==> src/rtl/rf_ctrl_pkg.sv <==
// Shared definitions for the register-file write controller.
//   state_e    : controller FSM encoding (StRun accepts writes, StClear sweeps all registers)
//   NREG       : number of registers in the file
//   REG_ADDR_W : register address width
package rf_ctrl_pkg;

  localparam int unsigned NREG       = 8;
  localparam int unsigned REG_ADDR_W = 3;

  typedef enum logic {
    StRun   = 1'b0,
    StClear = 1'b1
  } state_e;

endpackage

==> src/rtl/rf_write_arbiter_if.sv <==
// Bundle of the requester handshakes, clear control and register-file write port.
//   req0_* / req1_*  : valid/addr/data from requesters, ready back from the arbiter
//   clr_start        : request a clear of every register
//   clr_busy/clr_done: clear in progress / one-cycle completion pulse
//   rf_write_*       : registered drive to the register-file write port
// Modport slave is the arbiter side; master is the requester/observer side.
interface rf_write_arbiter_if #(
  parameter int unsigned DATA_W = 8
);
  import rf_ctrl_pkg::*;

  logic                  req0_valid;
  logic [REG_ADDR_W-1:0] req0_addr;
  logic [DATA_W-1:0]     req0_data;
  logic                  req0_ready;

  logic                  req1_valid;
  logic [REG_ADDR_W-1:0] req1_addr;
  logic [DATA_W-1:0]     req1_data;
  logic                  req1_ready;

  logic                  clr_start;
  logic                  clr_busy;
  logic                  clr_done;

  logic                  rf_write_enable;
  logic [REG_ADDR_W-1:0] rf_write_addr;
  logic [DATA_W-1:0]     rf_write_data;

  modport slave (
    input  req0_valid, req0_addr, req0_data,
    input  req1_valid, req1_addr, req1_data,
    input  clr_start,
    output req0_ready, req1_ready,
    output clr_busy, clr_done,
    output rf_write_enable, rf_write_addr, rf_write_data
  );

  modport master (
    output req0_valid, req0_addr, req0_data,
    output req1_valid, req1_addr, req1_data,
    output clr_start,
    input  req0_ready, req1_ready,
    input  clr_busy, clr_done,
    input  rf_write_enable, rf_write_addr, rf_write_data
  );

endinterface

==> src/rtl/rr_arbiter2.sv <==
// Two-input round-robin grant logic (purely combinational).
//   valid_i : request valids, bit N = requester N
//   ptr_i   : priority pointer, names the requester that wins when both are valid
//   grant_o : one-hot grant (all zero when nothing is valid)
module rr_arbiter2 (
  input  logic [1:0] valid_i,
  input  logic       ptr_i,
  output logic [1:0] grant_o
);

  always_comb begin
    grant_o    = 2'b00;
    grant_o[0] = valid_i[0] & (~valid_i[1] | ~ptr_i);
    grant_o[1] = valid_i[1] & (~valid_i[0] |  ptr_i);
  end

endmodule

==> src/rtl/rf_write_arbiter.sv <==
// Arbitrates two write requesters onto a single register-file write port and can
// sweep zeros into all registers on request.
//   clock : rising-edge clock
//   reset : synchronous, active-high
//   bus   : requester handshakes, clear control and registered write-port drive
module rf_write_arbiter
  import rf_ctrl_pkg::*;
#(
  parameter int unsigned DATA_W = 8
) (
  input  logic                clock,
  input  logic                reset,
  rf_write_arbiter_if.slave   bus
);

  state_e                state_q, state_d;
  logic [REG_ADDR_W-1:0] cnt_q, cnt_d;
  logic                  ptr_q, ptr_d;
  logic                  we_q, we_d;
  logic [REG_ADDR_W-1:0] addr_q, addr_d;
  logic [DATA_W-1:0]     data_q, data_d;
  logic                  done_q, done_d;

  logic [1:0] grant;
  logic       accept_en;
  logic       xfer0, xfer1;

  rr_arbiter2 u_arb (
    .valid_i ({bus.req1_valid, bus.req0_valid}),
    .ptr_i   (ptr_q),
    .grant_o (grant)
  );

  // A pending clear start outranks any request in the same cycle.
  always_comb begin
    accept_en = (state_q == StRun) & ~bus.clr_start & ~reset;
    xfer0     = accept_en & grant[0];
    xfer1     = accept_en & grant[1];
  end

  always_comb begin
    state_d = state_q;
    cnt_d   = cnt_q;
    ptr_d   = ptr_q;
    we_d    = 1'b0;
    addr_d  = addr_q;
    data_d  = data_q;
    done_d  = 1'b0;
    unique case (state_q)
      StRun: begin
        if (bus.clr_start) begin
          state_d = StClear;
          cnt_d   = '0;
        end else if (xfer0) begin
          we_d   = 1'b1;
          addr_d = bus.req0_addr;
          data_d = bus.req0_data;
          ptr_d  = 1'b1;
        end else if (xfer1) begin
          we_d   = 1'b1;
          addr_d = bus.req1_addr;
          data_d = bus.req1_data;
          ptr_d  = 1'b0;
        end
      end
      StClear: begin
        we_d   = 1'b1;
        addr_d = cnt_q;
        data_d = '0;
        cnt_d  = cnt_q + REG_ADDR_W'(1);
        if (cnt_q == REG_ADDR_W'(NREG - 1)) begin
          state_d = StRun;
          done_d  = 1'b1;
        end
      end
      default: state_d = StRun;
    endcase
  end

  always_ff @(posedge clock) begin
    if (reset) begin
      state_q <= StRun;
      cnt_q   <= '0;
      ptr_q   <= 1'b0;
      we_q    <= 1'b0;
      addr_q  <= '0;
      data_q  <= '0;
      done_q  <= 1'b0;
    end else begin
      state_q <= state_d;
      cnt_q   <= cnt_d;
      ptr_q   <= ptr_d;
      we_q    <= we_d;
      addr_q  <= addr_d;
      data_q  <= data_d;
      done_q  <= done_d;
    end
  end

  always_comb begin
    bus.req0_ready      = xfer0;
    bus.req1_ready      = xfer1;
    bus.clr_busy        = (state_q == StClear);
    bus.clr_done        = done_q;
    bus.rf_write_enable = we_q;
    bus.rf_write_addr   = addr_q;
    bus.rf_write_data   = data_q;
  end

endmodule

==> src/flat_wrapper.sv <==
// flat-port wrapper written by rule: the top's interface ports become plain ports
module rf_write_arbiter_flat import rf_ctrl_pkg::*;
#(
  parameter int unsigned DATA_W = 8
)
  (clock, reset, bus_req0_valid, bus_req0_addr, bus_req0_data, bus_req1_valid, bus_req1_addr, bus_req1_data, bus_clr_start, bus_req0_ready, bus_req1_ready, bus_clr_busy, bus_clr_done, bus_rf_write_enable, bus_rf_write_addr, bus_rf_write_data);
  rf_write_arbiter_if #(.DATA_W(DATA_W)) bus_i ();
  input  logic clock;
  input  logic reset;
  input wire logic [$bits(bus_i.req0_valid)-1:0] bus_req0_valid;
  input wire logic [$bits(bus_i.req0_addr)-1:0] bus_req0_addr;
  input wire logic [$bits(bus_i.req0_data)-1:0] bus_req0_data;
  input wire logic [$bits(bus_i.req1_valid)-1:0] bus_req1_valid;
  input wire logic [$bits(bus_i.req1_addr)-1:0] bus_req1_addr;
  input wire logic [$bits(bus_i.req1_data)-1:0] bus_req1_data;
  input wire logic [$bits(bus_i.clr_start)-1:0] bus_clr_start;
  output wire logic [$bits(bus_i.req0_ready)-1:0] bus_req0_ready;
  output wire logic [$bits(bus_i.req1_ready)-1:0] bus_req1_ready;
  output wire logic [$bits(bus_i.clr_busy)-1:0] bus_clr_busy;
  output wire logic [$bits(bus_i.clr_done)-1:0] bus_clr_done;
  output wire logic [$bits(bus_i.rf_write_enable)-1:0] bus_rf_write_enable;
  output wire logic [$bits(bus_i.rf_write_addr)-1:0] bus_rf_write_addr;
  output wire logic [$bits(bus_i.rf_write_data)-1:0] bus_rf_write_data;
  assign bus_i.req0_valid = bus_req0_valid;
  assign bus_i.req0_addr = bus_req0_addr;
  assign bus_i.req0_data = bus_req0_data;
  assign bus_i.req1_valid = bus_req1_valid;
  assign bus_i.req1_addr = bus_req1_addr;
  assign bus_i.req1_data = bus_req1_data;
  assign bus_i.clr_start = bus_clr_start;
  assign bus_req0_ready = bus_i.req0_ready;
  assign bus_req1_ready = bus_i.req1_ready;
  assign bus_clr_busy = bus_i.clr_busy;
  assign bus_clr_done = bus_i.clr_done;
  assign bus_rf_write_enable = bus_i.rf_write_enable;
  assign bus_rf_write_addr = bus_i.rf_write_addr;
  assign bus_rf_write_data = bus_i.rf_write_data;
  rf_write_arbiter #(.DATA_W(DATA_W)) u_core (.clock(clock), .reset(reset), .bus(bus_i));
endmodule
==> config.mk <==
export PLATFORM = sky130hd
export DESIGN_NAME = rf_write_arbiter_flat
export DESIGN_NICKNAME = d
export VERILOG_FILES = /design/src/rtl/rf_ctrl_pkg.sv /design/src/rtl/rf_write_arbiter_if.sv /design/src/rtl/rr_arbiter2.sv /design/src/rtl/rf_write_arbiter.sv /design/src/flat_wrapper.sv
export SDC_FILE = /design/constraint.sdc
export NUM_CORES = 1
export LEC_CHECK = 0
export ABC_AREA = 1
export BUFFER_PORTS_ARGS = -buffer_cell sky130_fd_sc_hd__buf_2
export CAP_MARGIN = 10
export CELL_PAD_IN_SITES_DETAIL_PLACEMENT = 2
export CELL_PAD_IN_SITES_GLOBAL_PLACEMENT = 2
export CORE_UTILIZATION = 25
export CTS_CLUSTER_SIZE = 25
export DETAILED_ROUTE_END_ITERATION = 8
export PLACE_DENSITY_LB_ADDON = 0.1
export SLEW_MARGIN = 15
export SYNTH_ARGS = -nofsm -noshare
export SYNTH_HDL_FRONTEND = slang
export SYNTH_HIERARCHICAL = 1
export SYNTH_SLANG_ARGS = --single-unit
==> constraint.sdc <==
create_clock -name clock -period 2.3 [get_ports clock]
set_clock_uncertainty 0.2 [all_clocks]
set_input_delay 0.115 -clock clock [delete_from_list [all_inputs] [get_ports clock]]
set_output_delay 0.115 -clock clock [all_outputs]
set_load 0.01 [all_outputs]
Word-level counts from Yosys, hierarchy flattened
Cells that the tools add are included.

storage, ports and cells
  memories = 0
  bits in writable memories = 0
  bits in latches = 0
  ROM bits = 0
  bits of input ports = 27
  bits in registers = 18

cells by class
  order comparisons = 0
  shift-type cells = 0
  $mul = 0
  muxes and demuxes = 20
  reductions and logical operators = 4
  eq/ne operators = 4
  $add $sub $neg = 1
  bitwise logic cells = 14
  divide/modulo/power cells = 0

operator list
  cell                                           count
  2-to-1 mux 8 bit                               3
  one-hot mux 8 bit (2 select lines)             1
  2-to-1 mux 3 bit                               4
  one-hot mux 3 bit (2 select lines)             2
  2-to-1 mux 1 bit                               8
  AND 1 bit                                      6
  inverter 1 bit                                 6
  inequality test 2 bit (second input constant)  2
  one-hot mux 1 bit (2 select lines)             2
  adder 3 x 1 -> 3 bit (second input constant)   1
  == test 3 bit (second input constant)          1
  inequality test 3 bit (second input constant)  1
  AND reduction 3 bit                            1
  OR 1 bit                                       2
  AND reduction 2 bit                            1
  nonzero test 2 bit                             1
  OR reduction 2 bit                             1

Logic depth before layout (Yosys ltp)
Gate-level depths: netlist (run 1).

  depth after elaboration = 8
  gate-level depth with buffers = 10
  gate-level depth less buffers = 9

Hierarchy
The synthesis (run 1) kept the hierarchy.

by module, submodules not included
  module            cells an instance  area an instance (um^2)  instances  sequential area each (um^2)
  rf_write_arbiter  127                914.6                    1          360.3
  rr_arbiter2       5                  20.0                     1          0.0

Worst setup path after synthesis (run 1)
OpenSTA, ideal clock, no wires.

  path kind = register to register
  start = reg u_core.ptr_q
  end = reg u_core.addr_q[0] (netlist: u_core/bus.rf_write_addr[0])
  path slack = 810 ps
  library setup time = 116 ps
  period minus slack after synthesis = 1,490 ps
  stages on the path, launching flop included = 8
  path buffers = 1
  data arrival time = 1,174 ps
  cell sequence = dfxtp_1 > a21oi_1 > nand3_4 > buf_2 > nand2_1 > nand3_1 > nand2_1 > a21oi_1

between the ends
  cells in the longest elaborated chain, start to end = 7

RTL lines
  item                                line                    source
  start: declaration                  rf_write_arbiter.sv:18  logic ptr_q, ptr_d;
  start signal: assignment            rf_write_arbiter.sv:92  ptr_q <= ptr_d;
  inverter 1 bit (*)                  rr_arbiter2.sv:13       grant_o[0] = valid_i[0] & (~valid_i[1] | ~ptr_i);
  OR 1 bit (*)                        rr_arbiter2.sv:13
  AND 1 bit (*)                       rr_arbiter2.sv:13
  via u_core.grant[0]                 rf_write_arbiter.sv:24  logic [1:0] grant;
  AND 1 bit (*)                       rf_write_arbiter.sv:37  xfer0 = accept_en & grant[0];
  2-to-1 mux 3 bit                    rf_write_arbiter.sv:54  end else if (xfer0) begin
  2-to-1 mux 3 bit                    rf_write_arbiter.sv:51  if (bus.clr_start) begin
  one-hot mux 3 bit (2 select lines)  rf_write_arbiter.sv:49  unique case (state_q)
  end signal: assignment              rf_write_arbiter.sv:94  addr_q <= addr_d;
  end: declaration                    rf_write_arbiter.sv:20  logic [REG_ADDR_W-1:0] addr_q, addr_d;

The timed path passes the listed nets; every way through them passes the cells marked *. The select of a mux whose other input is x is not followed.
A chain may end at the register's enable or synchronous reset.

Worst setup path after layout (run 1)
  start = reg u_core.ptr_q
  end = out bus_req0_ready

between the ends
  cells in the longest elaborated chain, start to end = 4

RTL lines
  item                 line                    source
  inverter 1 bit       rr_arbiter2.sv:13
  OR 1 bit             rr_arbiter2.sv:13
  AND 1 bit            rr_arbiter2.sv:13
  via u_core.grant[0]  rf_write_arbiter.sv:24
  AND 1 bit            rf_write_arbiter.sv:37
  end: declaration     flat_wrapper.sv:17      output wire logic [$bits(bus_i.req0_ready)-1:0] bus_req0_ready;

The timed path passes the listed nets, and every way through them passes these cells.

==> results of run 1 <==
## report_power, final
group	switching [mW]	internal (mW)	leakage, nW
logic	0.0757	0.0576	0.524
registers	0.00924	0.326	0.147
clock network	0.116	0.152	0.0288
total	0.201	0.536	0.699
## repair_timing
item / in CTS / in global routing
hold buffers: 7 / 0
resized for setup: 0 / 0
hold endpoints to repair: 5 / 0
## path summary, 6_finish.rpt
path / from / endpoint / slack [ns] / cells past startpoint
min reg2reg: u_core/bus.rf_write_data[6] / u_core/bus.rf_write_data[6] / 0.26 / 2
max reg2reg: u_core/ptr_q / u_core/bus.rf_write_data[5] / 0.46 / 6
max: u_core/ptr_q / bus_req0_ready / 0.37 / 4
min: bus_req1_data[4] / u_core/bus.rf_write_data[4] / 0.0001 / 5
## cells in the mapped netlist
cell	number
sky130_fd_sc_hd__a21oi_1	11
sky130_fd_sc_hd__dfxtp_1	18
sky130_fd_sc_hd__ha_1	3
sky130_fd_sc_hd__nand3_4	1
sky130_fd_sc_hd__a22oi_1	2
sky130_fd_sc_hd__nor2_8	1
sky130_fd_sc_hd__nand3_2	1
sky130_fd_sc_hd__o21ai_0	1
sky130_fd_sc_hd__nand2_2	1
sky130_fd_sc_hd__nand3b_1	1
sky130_fd_sc_hd__inv_1	11
sky130_fd_sc_hd__clkbuf_1	1
sky130_fd_sc_hd__inv_2	3
sky130_fd_sc_hd__nand4_1	3
sky130_fd_sc_hd__nor2_1	3
sky130_fd_sc_hd__nand3_1	7
sky130_fd_sc_hd__nand2_1	57
sky130_fd_sc_hd__a211oi_1	1
sky130_fd_sc_hd__buf_2	1
sky130_fd_sc_hd__buf_6	3
sky130_fd_sc_hd__nor2_4	1
sky130_fd_sc_hd__o211ai_1	1
## final cells by class
type                    count  share of cell area
repair buffers             50               0.223
clock buffers               4              0.0426
multi-input cells          95               0.371
flip-flops and latches     18               0.279
well taps                  46              0.0445
inverters                  14              0.0407
## registers in the layout, summed over array words and instances, names as in the netlist
signal / count
u_core/ptr_q: 1
u_core/bus.clr_done: 1
u_core/bus.clr_busy: 1
u_core/bus.rf_write_enable: 1
u_core/bus.rf_write_data: 8
u_core/bus.rf_write_addr: 3
u_core/cnt_q: 3
## cell families after synthesis
group	count (synthesis)
compound gates	16
buf+inv	19
flops	18
simple gates	76
fa+ha+maj	3
## layer usage
| layer | routed length (um) | track usage | vias up |
|---|---|---|---|
| met5 | 0 | 0 | - |
| li1 | - | - | 516 |
| met1 | 1210 | 0.180 | 478 |
| met2 | 1510 | 0.306 | 26 |
| met3 | 121 | 0.0272 | 5 |
| met4 | 48 | 0.0610 | 0 |
## through the flow
| stage | utilization | power, mW | setup slack, ns |
|---|---|---|---|
| 2_1_floorplan | - | 0.418 | 0.810 |
| 3_3_place_gp | 0.337 | 0.463 | 0.514 |
| 3_5_place_dp | 0.337 | 0.469 | 0.432 |
| 4_1_cts | 0.373 | 0.752 | 0.319 |
| 5_1_grt | 0.373 | 0.784 | 0.156 |
| 6_report | 0.373 | 0.736 | 0.368 |
## worst max-delay path, delay by kind of cell (launching register included)
family          cells  cell delay, ns
flops               1            0.34
buf+inv             2            0.37
simple gates        1            0.26
compound gates      1            0.40
==> results by stage, run 1 <==
Yosys:
- The synthesized instance count is 132.
- Of the total synthesized cell area, the portion taken by full adders, half adders and majority gates is 0.0402.
- By area, the combinational part of the netlist is dominated by simple AND/OR/NAND/NOR gates.
- The Yosys step of the flow raised 6 warnings.
- The share of the yosys chip area belonging to registers is 0.386.
- The fraction of synthesized area in multiplexers is 0.
- The post-synthesis xor/xnor area fraction is 0.
- By area the synthesized netlist is led by sky130_fd_sc_hd__dfxtp_1, sky130_fd_sc_hd__nand2_1, sky130_fd_sc_hd__a21oi_1.
- The biggest area consumer among synthesized cells is sky130_fd_sc_hd__dfxtp_1.
- The compound-gate portion of the synthesized area is 0.0964.
- Of the total synthesized cell area, the portion taken by AND, OR, NAND and NOR gates is 0.376.
- Counting flops and latches in the post-synthesis netlist gives 18.
- In this run the mean area of a mapped cell was 7.08 um2.
- The fraction of synthesized cell area taken by the top area cell type is 0.386.
- Counting distinct cell types in the post-synthesis netlist gives 22.
- The synthesized netlist occupies a cell area of 935 um2.
- The number of nets in the synthesized netlist is 162.

Routing:
- The first routing iteration left 18 violations.
- Dividing the detail-routed via count by the number of cells gives 4.52.
- After detailed routing, the average wire length per cell comes to 12.7 um.
- In the routed design, unresolved DRC markers number 0.
- The routed layout has 1025 vias.
- Wires add up to 2890 um.
- The count of nets left with antenna violations once routing finished came out at 0.
- The detailed-routing iteration count for the pre-antenna-repair pass is 3.

Place:
- At the end of routability-driven placement, the weighted congestion stood at 0.644.
- The number of buffers inserted by port buffering is 42.
- After detailed placement, the design holds a cell count of 216.
- The placed wire-length estimate after detailed placement is 2170 um.
- Summing all placed instances gives a cell area of 1170 um2.

Global route:
- The number of global-route vias before repair is 1119.
- The wire length of the first global-routing pass is 5040 um.
- Across every metal layer, demand over resource in global routing totals 0.163.
- The remaining global-route overflow is 0.
- Entering global routing, the biggest net connects 15 pins.
- The number of antenna violations at the first check in global routing is 0.

Power:
- Across the VDD grid, the largest voltage drop is 0.279 mV.
- Summed over all cells, the static leakage comes to 0.699 nW.
- The power density of the placed cells is 570 nW/um2.

Clock network:
- The insertion delay of the later-clocked pin in the worst-skew pair is 0.26 ns.
- Counting along the longest clock path gives a buffer depth of 2.
- TritonCTS built the clock tree.
- The total number of H-tree levels is 1.
- After clock tree synthesis, the clock-pin slew on the worst setup and hold paths is 0.07 ns.
- The clock tree root buffer cell is sky130_fd_sc_hd__clkbuf_8.
- The post-CTS setup buffer count is 0.
- Counting the buffers created by CTS gives 3.
- The clock net in this run drives a total of 18 sinks.

Critical path:
- For the worst setup path, the data arrival time is 1.62 ns.
- At the worst endpoint, the required time is 1.99 ns.
- In this run the worst path has a maximum fanout of 14.
- The worst setup path category is flip-flop to output pin.
- For this run, the slowest stage of the critical path takes 0.40 ns.
- The startpoint kind of the worst setup timing path is a flip-flop.
- STA classifies the critical path endpoint as an output pin.
- Among all stages on the critical path, the largest delay is contributed by sky130_fd_sc_hd__a21oi_1.
- Traced cell by cell, the critical path runs through a21oi_1 -> nand3_4 -> inv_2 -> buf_2.

Worst hold path:
- In this run the worst hold path is classified as input port to flip-flop.

Timing:
- The fmax is 518 MHz.
- Summed over all failing endpoints, the final setup total negative slack is 0 ns.
- The number of hold violations in the final report is 0.
- The remaining max-slew budget at the tightest pin is 0.684.
- Setup repair after global routing left no endpoint under its margin.
- The share of the clock period used by the worst path after layout is 0.840.
- The total setup violations reported at the end of the flow is 0.
- The post-route minimum period is 1.93 ns.
- The tightest hold margin is 0.000107 ns.
- The transition time at the pin with the least slew margin is 0.474 ns.
- The number of pins with negative max-slew slack in the final report came to 0.

Floorplanning:
- The horizontal die dimension is 63.1 um.
- The die area is 3990 um2.
- The die is 63.1 um tall.
- The area of the core region is 3470 um2.
- The initial utilization of the core area, before any placement, comes to 0.269.
- The total I/O pin count is 43.
- The total number of placement rows is 21.

Finish:
- Excluding fillers, the count of instances in the completed layout stands at 227.
- In the final layout, the share of cells above drive strength 1 is 0.304.
- The area growth from synthesis to layout is 38.3%.
- The library cells used most frequently in the layout, excluding fill and tap cells, are sky130_fd_sc_hd__nand2_1, sky130_fd_sc_hd__buf_2, sky130_fd_sc_hd__dfxtp_1, sky130_fd_sc_hd__inv_1, sky130_fd_sc_hd__a21oi_1.
- The diode insertion count for antenna repair is 0.
- After routing the design area is 1290 um2.
- The total of fill cells in the finished design is 445.
- Registers take 360 um2.
- The area occupied by multi-input gates is 479 um2.
- Leaving out fill and tap cells, the most frequent cell in the layout is sky130_fd_sc_hd__nand2_1.
- The post-layout net count is 212.

Outcome:
- The flow ran to the end, and the final reports show no timing, DRC or antenna violations.

Flow run:
- The reported max-cap violation count is 0.
(Power assumes the default switching activity.)
==> run 2, diff against run 1 <==
--- a/config.mk
+++ b/config.mk
@@ -10,7 +10,7 @@
 export CAP_MARGIN = 10
 export CELL_PAD_IN_SITES_DETAIL_PLACEMENT = 2
 export CELL_PAD_IN_SITES_GLOBAL_PLACEMENT = 2
-export CORE_UTILIZATION = 25
+export CORE_UTILIZATION = 23
 export CTS_CLUSTER_SIZE = 25
 export DETAILED_ROUTE_END_ITERATION = 8
 export PLACE_DENSITY_LB_ADDON = 0.1
==> constraint.sdc (replaced) <==
create_clock -name clock -period 1.8 [get_ports clock]
set_clock_uncertainty 0.2 [all_clocks]
set_input_delay 0.09 -clock clock [delete_from_list [all_inputs] [get_ports clock]]
set_output_delay 0.09 -clock clock [all_outputs]
set_load 0.01 [all_outputs]
==> results by stage, run 2 (same netlist as run 1, synthesis figures left out) <==
Floorplanning:
- The die area is 4320 um2 (+8.4%).
- The die span in y is 65.7 um (+4.1%).
- The total number of placement rows is 22 (+4.8%).
- The initial core utilization is 0.248 (-0.0216).
- The total I/O pin count is 43 (unchanged).
- The area of the core region is 3770 um2 (+8.7%).
- The horizontal die dimension is 65.7 um (+4.1%).

Global route:
- The number of antenna violations at the first check in global routing came to 0 (unchanged).
- The global-route usage over all layers is 0.159 (-0.00426).
- The wire length of the first global-routing pass is 5150 um (+2.3%).
- The remaining global-route overflow came to 0 (unchanged).
- The largest net degree at the start of global routing is 14 (-1).
- The number of global-route vias before repair was 1195 (+6.8%).

Power:
- The leakage power of the design is 0.760 nW (+8.6%).
- The power consumption is 0.965 mW (+31%).
- The clock power share was 0.348 (-0.016).
- The internal power is 0.703 mW (+31%).
- The proportion of power drawn by combinational gates came to 0.209 (+0.028).
- The power density of the placed cells is 676 nW/um2 (+19%).
- The worst voltage drop across the vdd grid was 0.371 mV (+33%).
- The switching component of the power came to 0.262 mW (+31%).
- The share of total power consumed by net switching is 0.272 (-0.000946).
- The fraction of power consumed by sequential logic is 0.443 (-0.012).

Critical path:
- The worst endpoint data arrival time is 1.40 ns (-0.22 ns).
- The worst setup path is launched from an input port.
- The most prevalent standard cell on the critical path is sky130_fd_sc_hd__buf_2.
- The critical path goes through dlygate4sd3_1 -> buf_2 -> inv_2 -> nand3_4 -> inv_4 -> buf_2.
- On the critical path the largest part of the delay comes from buffers and inverters.
- The reg-to-reg critical path startpoint is u_core/bus.clr_busy.
- The logic depth of the worst setup path including buffers is 6 (+2).
- The launch point of the worst path is reset.
- The critical path capture point type is an output pin.
- The number of buffers and inverters on the critical path is 5 (+3).
- The largest individual stage delay along the critical path comes from the cell sky130_fd_sc_hd__dlygate4sd3_1.
- The required arrival time at the worst endpoint is 1.51 ns (-0.48 ns).
- The largest fanout on the critical path is 11 (-3).
- The maximum cell stage delay along the critical path was 0.54 ns (+0.14 ns).
- The worst setup path is of the input port to output pin kind.
- The length in cells of the worst reg-to-reg path is 6 (unchanged).

Finish:
- The post-layout net count is 226 (+6.6%).
- The commonest non-fill, non-tap cell in the layout is sky130_fd_sc_hd__nand2_1.
- The area growth from synthesis to layout is 52.9%.
- The diode insertion count for antenna repair is 0 (unchanged).
- The library cells used most frequently in the layout, excluding fill and tap cells, are sky130_fd_sc_hd__nand2_1, sky130_fd_sc_hd__buf_2, sky130_fd_sc_hd__dfxtp_1, sky130_fd_sc_hd__dlygate4sd3_1.
- The fraction of layout instances using a drive strength above 1 is 0.318 (+0.0141).
- The flip-flop count of the largest register after layout is 8 (unchanged).

Place:
- The placed wire-length estimate after detailed placement is 2310 um (+6.5%).
- The placer's final routability congestion estimate is 0.716 (+11%).
- The number of buffers inserted by port buffering is 42 (unchanged).

Timing:
- The fmax is 593 MHz.
- The number of pins with negative max-slew slack in the final report is 0 (unchanged).
- The transition time at the pin with the least slew margin is 0.302 ns (-0.172 ns).
- The number of hold violations in the final report is 1 (+1).
- Setup repair after global routing left no endpoint under its margin.
- The final setup TNS is 0 ns (unchanged).
- The total setup violations reported at the end of the flow was 0 (unchanged).
- The tightest hold margin is -0.00668 ns (-0.00679 ns).
- The post-route minimum period is 1.69 ns.
- The remaining max-slew budget at the tightest pin was 0.798 (+0.114).
- In the finished design, the share of the clock period the worst path needs comes to 0.937.

Routing:
- The total number of vias was 1087 (+6.0%).
- The routed length on met1 is 1390 um (+15%).
- The average wire per standard cell is 13.6 um (+7.1%).
- The final wirelength is 3310 um (+15%).
- The detailed-routed wire length on met2 is 1780 um (+18%).
- The detailed-routing iteration count for the pre-antenna-repair pass is 2 (-1).
- The number of design-rule violations left by the first detailed-router iteration is 13 (-5).
- The number of nets still failing antenna checks after routing was 0 (unchanged).
- The wire length on met3 is 146 um (+21%).
- The highest metal layer with signal wires is met3.
- The number of design rule violations left after detail routing is 0 (unchanged).
- The number of vias per cell after detailed routing came to 4.47 (-0.93%).

Worst hold path:
- The number of instances on the worst hold path is 5 (unchanged).
- The tightest min-delay check is of the input port to flip-flop type.
- The worst hold path begins at bus_req0_data[7].

Clock network:
- The clock transition at the register clock pins on the worst setup and hold paths after CTS is 0.07 ns (about the same).
- The clock sink count is 18 (unchanged).
- The insertion delay of the later-clocked pin in the worst-skew pair was 0.25 ns (about the same).
- The number of buffers on the longest clock path is 2 (unchanged).
- Clock tree synthesis selected as its root buffer the cell sky130_fd_sc_hd__clkbuf_8.
- The total number of H-tree levels was 1 (unchanged).
- The clock buffer count from CTS is 3 (unchanged).
- The TritonCTS clock tree is yes.

Outcome:
- The final reports fail on hold timing.
- The flow ran to the end, but the final reports show violations.

Flow run:
- The reported max-cap violation count is 0 (unchanged).
==> run 2: cell types whose count changed in the layout (fill, tap and decap cells not counted) <==
cell                            previous run  this run
sky130_fd_sc_hd__buf_4                     1         7
sky130_fd_sc_hd__dlygate4sd3_1             7        14
sky130_fd_sc_hd__inv_2                     3         2
sky130_fd_sc_hd__inv_4                     0         1
sky130_fd_sc_hd__nand2_2                   1         0
sky130_fd_sc_hd__nand2_4                   0         1
sky130_fd_sc_hd__nor2_4                    1         2
==> run 2: layer usage <==
metal	vias to the layer above	global-route usage
li1	545	-
met1	514	0.166
met2	28	0.316
met3	0	0.0399
met4	0	0.0245
met5	-	0
==> run 2: area by class of cell <==
class	count	area (um2)
timing repair buffer	63	403
clock buffer	4	55.1
multi-input combinational	96	495
tap	48	60.1
sequential	18	360
inverter	14	55.1
fill	477	2340
==> run 2: stage by stage <==
stage / worst slack [ns] / std cells / hold slack, ns / utilization / cell area, um2
floorplan: 0.310 / 132 / -0.0409 / - / 935
global placement: 0.243 / 221 / 0.242 / 0.316 / 1190
detailed placement: 0.194 / 221 / 0.250 / 0.316 / 1190
CTS: 0.0315 / 239 / 0.00215 / 0.368 / 1390
global route: 0.0268 / 243 / 0.0104 / 0.379 / 1430
finish: 0.113 / 243 / -0.00668 / 0.379 / 1430
==> run 2: worst register-to-register path, stage by stage (launching register included) <==
cell and delay [ns]:
sky130_fd_sc_hd__dfxtp_1 0.44, sky130_fd_sc_hd__nor2_8 0.08, sky130_fd_sc_hd__nand3_4 0.12, sky130_fd_sc_hd__nand2_4 0.15, sky130_fd_sc_hd__nor2_4 0.20, sky130_fd_sc_hd__nand2_1 0.09
sky130_fd_sc_hd__a21oi_1 0.21
==> run 2: final timing paths <==
| kind | to | slack [ns] |
|---|---|---|
| max | bus_req0_ready | 0.11 |
| min | u_core/bus.rf_write_data[7] | -0.007 |
| max reg2reg | u_core/bus.rf_write_data[3] | 0.23 |
| min reg2reg | u_core/bus.rf_write_data[5] | 0.27 |
==> run 2: repair_timing <==
action,CTS,global route
endpoints found under the setup margin,0,13
endpoints found under the hold margin,9,0
hold buffers,14,0
gates resized for setup,0,3
buffers inserted,0,3
==> run 2: power by group through the flow <==
stage               Combinational, mW  Clock (mW)  Sequential, mW
floorplan                      0.0940           0           0.441
global placement                0.164           0           0.437
detailed placement              0.169           0           0.437
CTS                             0.195       0.350           0.428
global route                    0.227       0.363           0.430
finish                          0.202       0.336           0.428
